===== config.mk =====
export PLATFORM = sky130hd
export DESIGN_NAME = connect_ser_des
export DESIGN_NICKNAME = d
export VERILOG_FILES = /design/src/rtl/connect_ser_des.sv
export SDC_FILE = /design/constraint.sdc
export NUM_CORES = 1
export LEC_CHECK = 0
export CORE_MARGIN = 2
export CORE_UTILIZATION = 35
export DETAILED_ROUTE_END_ITERATION = 10
export DONT_BUFFER_PORTS = 1
export GPL_TIMING_DRIVEN = 0
export PLACE_DENSITY = 0.61
export SKIP_LAST_GASP = 1
export SYNTH_ARGS = -nofsm -noshare
export SYNTH_HDL_FRONTEND = slang
export SYNTH_SLANG_ARGS = --single-unit

===== constraint.sdc =====
create_clock -name clk -period 1.8 [get_ports clk]
set_clock_uncertainty 0.05 [all_clocks]
set_input_delay 0.09 -clock clk [delete_from_list [all_inputs] [get_ports clk]]
set_output_delay 0.09 -clock clk [all_outputs]
set_load 0.01 [all_outputs]

===== src/rtl/connect_ser_des.sv =====
// Loopback SERDES link check: an 8-bit word is serialized MSB-first onto a
// one-bit internal link, then reassembled onto out_comp 8 clocks later.
module connect_ser_des (
  input  logic       clk,
  input  logic       nreset,
  input  logic [7:0] in_comp,
  output logic [7:0] out_comp
);

  typedef enum logic {IDLE, RECV} rx_state_t;

  logic [2:0] tx_cnt;
  logic [7:0] tx_sh;
  logic       ser_data;
  logic       ser_sof;

  rx_state_t  rx_state;
  logic [6:0] rx_sh;
  logic [2:0] rx_cnt;

  // ser_data is the MSB of the shift register, so it is already registered.
  assign ser_data = tx_sh[7];

  // Serializer: capture on tx_cnt == 0, shift out MSB-first otherwise
  always_ff @(posedge clk) begin
    if (nreset) begin
      tx_cnt  <= 3'd0;
      tx_sh   <= 8'd0;
      ser_sof <= 1'b0;
    end else begin
      tx_cnt  <= tx_cnt + 3'd1;
      ser_sof <= (tx_cnt == 3'd0);
      if (tx_cnt == 3'd0) begin
        tx_sh <= in_comp;
      end else begin
        tx_sh <= {tx_sh[6:0], 1'b0};
      end
    end
  end

  // Deserializer: ser_sof marks bit 7 and re-aligns the bit count.
  // Only the low 7 received bits need storing; bit 0 of the word is taken
  // straight from the link on the completing edge.
  always_ff @(posedge clk) begin
    if (nreset) begin
      rx_state <= IDLE;
      rx_sh    <= 7'd0;
      rx_cnt   <= 3'd0;
      out_comp <= 8'd0;
    end else if (ser_sof) begin
      rx_state <= RECV;
      rx_sh    <= {6'd0, ser_data};
      rx_cnt   <= 3'd1;
    end else if (rx_state == RECV) begin
      rx_sh <= {rx_sh[5:0], ser_data};
      if (rx_cnt == 3'd7) begin
        out_comp <= {rx_sh, ser_data};
        rx_cnt   <= 3'd0;
      end else begin
        rx_cnt <= rx_cnt + 3'd1;
      end
    end
  end

endmodule


* Word level (Yosys, flattened, before mapping)
Cells that the tools add are included. Widths: inputs -> output; s select.
Storage, ports and cells: register bits 31, latch bits 0, bits in writable memories 0, ROM bits 0, output and inout bits 8, word-level logic and storage cells 26, memories kept 0
Operators by class: $add $sub $neg 2, $mul 0, div/mod/pow operators 0, $lt $le $gt $ge 0, equal/unequal tests 1, shifts and indexed selects 0, muxes and demuxes 6, bitwise gates (word level) 2, reduce and logical (&&, ||, !) cells 5
Operators with widths (number):
- $mux 8 | 1
- $add 3x1->3 const B | 2
- $mux 1 | 4
- $reduce_or 2->1 | 2
- $eq 3x3->1 const B | 1
- $logic_not 3->1 | 1
- $mux 3 | 1
- $reduce_and 3->1 | 1
- $not 1->1 | 2
- $reduce_bool 2->1 | 1

* Longest topological paths before layout
word-level depth 4, depth in mapped cells 6

* Least setup slack after synthesis
No wires, ideal clock.
kind reg2reg, start reg rx_cnt[0], end reg out_comp[0], setup time 0.121 ns, arrival 1.078 ns, required time 1.629 ns, slack 0.551 ns, cell stages (with the launch flop) 7, path buffers 1, period minus slack after synthesis 1.249 ns, cell sequence dfxtp_1 ha_1 ha_1 and3b_1 buf_6 nand2_2 a21oi_2
Between the ends: longest elaborated chain between the ends 2
RTL lines:
- start, declared | line 19 | logic [2:0] rx_cnt;
- start signal, assigned | line 60 | rx_cnt <= rx_cnt + 3'd1;
- $eq 3x3->1 | line 56 | if (rx_cnt == 3'd7) begin
- $reduce_and 3->1 (no source line)
- end signal, assigned | line 57 | out_comp <= {rx_sh, ser_data};
- end, declared | line 7 | output logic [7:0] out_comp
No other way between the ends. A chain may end at the register's enable or synchronous reset.

* Worst setup path in the final report
start reg rx_cnt[0], end reg out_comp[5]
The elaborated chain is that of the path after synthesis.

==> metrics <==
status complete, no violations; CTS sink count 31; H-Tree Depth 2; clock slew at reported path FFs 90 ps; Slew headroom about four fifths; crit end category flop; PD cells approximately 900 mW/mm2; Slew Viols, Final 0; layout cells sized above 1 just over 20%; drt total wl roughly 2.1 mm; Crit Path Max Fanout 8; clock root cell clkbuf_4; hpwl dp around 1.4 mm; synthesized area about 0.0012 mm2; Die Span Y slightly above 60 um; yosys warns 0; setup TNS 0 ps; Pwr Total between 1 and 1.5 mW; Starting Density about 36%; nets 154; post-route clock period utilization between 70% and 80%; Worst setup SP type flop; Worst Path Required slightly above 2000 ps; first-pass GRT wire length approximately 3.3 mm; Avg Cell Area, Syn around 9.5 um2; detailed-route DRC error count 0; clock buffer depth 2; Lkg Pwr approximately 0.52 nW; GRT overflow 0; minimum clock period 1373 ps; area delta synth->final 16.77%; Die Wd 62.03 um; initial antenna violation count 0; part of the Yosys area used for sequential elements between 50% and 60%; Clk Latency, worst-skew pair about 330 ps; DRT antenna net count 0; # setup viols final 0; Filler cells 325; antenna fix cells 0; pre-CTS setup slack about 430 ps; Hold WC Path Type input port to flop; max-cap viol count 0; Rows 21; DR vias/cell about 4.6; GPL Wtd Cong approximately 0.7; most frequent cells in the layout dfxtp_1 (31), nand2_1 (23), nor2_1 (14); Max VDD drop about 0.25 mV; die area 0.003848 mm2; largest net degree at the start of global routing 11; port bufs 0; synth unique cells 24; flops & latches, synth 31; # resized after CTS 0; Syn Inst Count 124; DRT iter0 DRCs 34; First-pass DRT Iterations 4; Placeable Area ~0.0033 mm2; vias around 870; number of global-route vias before repair between 700 and 800; Worst EP arrival 1590 ps; Final Hold Vio Count 0; register-to-register setup slack between 400 and 500 ps; syn nets 138; drt wl/cell 11.31 um; Crit Path Category flop to flop; CTS buffer count 5; setup ws final approximately 430 ps; GRT Util Overall ~12%; commonest non-fill, non-tap cell in the layout dfxtp_1; I/O pins 18; Fmax between 700 and 800 MHz; CTS tree built; RSZ-0062 raised after global routing false; worst-margin pin slew about 320 ps
-- kinds of logic after synthesis --
kind of cell	after synthesis	share of synthesized area, %
AOI/OAI and AO/OA	18	10.40
xor gates and xnor gates	1	0.7432
DFF	31	52.65
adders and majority gates	4	4.246
muxes	8	6.794
and+or+nand+nor	54	21.23
buffers and inverters	8	3.927
-- critical path: stages (launching register included) --
cell and delay, ps:
dfxtp_1 330, ha_1 200, ha_1 210, nand3b_1 280, nand2_1 120, a21oi_2 140
-- cell type report --
type / count / area (um2) / share of cell area, %
clock buffer: 7 / 45.04 / 3.273
timing repair buffer: 9 / 90.09 / 6.545
buffer: 6 / 38.79 / 2.818
tap: 46 / 57.56 / 4.182
clock inverter: 1 / 5.005 / 0.3636
multi-input combinational: 85 / 511.7 / 37.18
sequential: 31 / 620.6 / 45.09
inverter: 2 / 7.507 / 0.5455
-- metal layers --
metal,wire (um),track usage [%]
met5,0,0
met4,51,7.295
met3,56,4.969
met2,1071,18.45
met1,936,14.77
-- cells in the mapped netlist, drive strengths merged --
cell / count / share of area, %
a211oi: 1 / 0.64
a21oi: 16 / 9.3
and2: 1 / 0.53
and2b: 1 / 0.64
and3b: 1 / 0.74
buf: 5 / 2.9
clkbuf: 1 / 0.42
dfxtp: 31 / 53
ha: 4 / 4.2
inv: 2 / 0.64
mux2i: 8 / 6.8
nand2: 31 / 12
nand2b: 1 / 0.53
nand3b: 1 / 0.64
nor2: 15 / 5.0
nor2b: 2 / 1.1
o21ai: 1 / 0.42
or2: 1 / 0.53
xnor2: 1 / 0.74
-- power by group --
group | internal [mW] | switching, mW
combinational | 0.0579 | 0.0653
clock | 0.152 | 0.233
sequential | 0.716 | 0.0183
-- what timing repair did --
action,in CTS,in global routing
hold buffers,9,0
buffers inserted,0,0
hold endpoints to repair,13,0
setup endpoints to repair,0,0
-- registers in the layout (all words and copies together), names as in the netlist --
signal,flops
rx_state,1
rx_sh,7
rx_cnt,3
out_comp,8
tx_cnt,3
tx_sh,8
ser_sof,1
-- metrics by stage --
| stage | instance area [um2] | hold WS (ps) | util, % | instances |
|---|---|---|---|---|
| finish | 1376 | 71.62 | 41.90 | 187 |
| global route | 1376 | 55.33 | 41.90 | 187 |
| CTS | 1376 | 51.28 | 41.90 | 187 |
| detailed placement | 1236 | 117.2 | 37.64 | 170 |
| global placement | 1236 | 115.1 | 37.64 | 170 |
| floorplan | 1179 | 111.1 | - | 124 |
-- final timing paths --
path,start,to,cells past startpoint
worst max-delay path,rx_cnt[0],out_comp[5],5
worst min register to register,tx_sh[1],tx_sh[2],2
worst max register to register,rx_cnt[0],out_comp[5],5
worst min-delay path,nreset,rx_sh[1],3
Note: power is estimated with default switching activity, not from simulation.
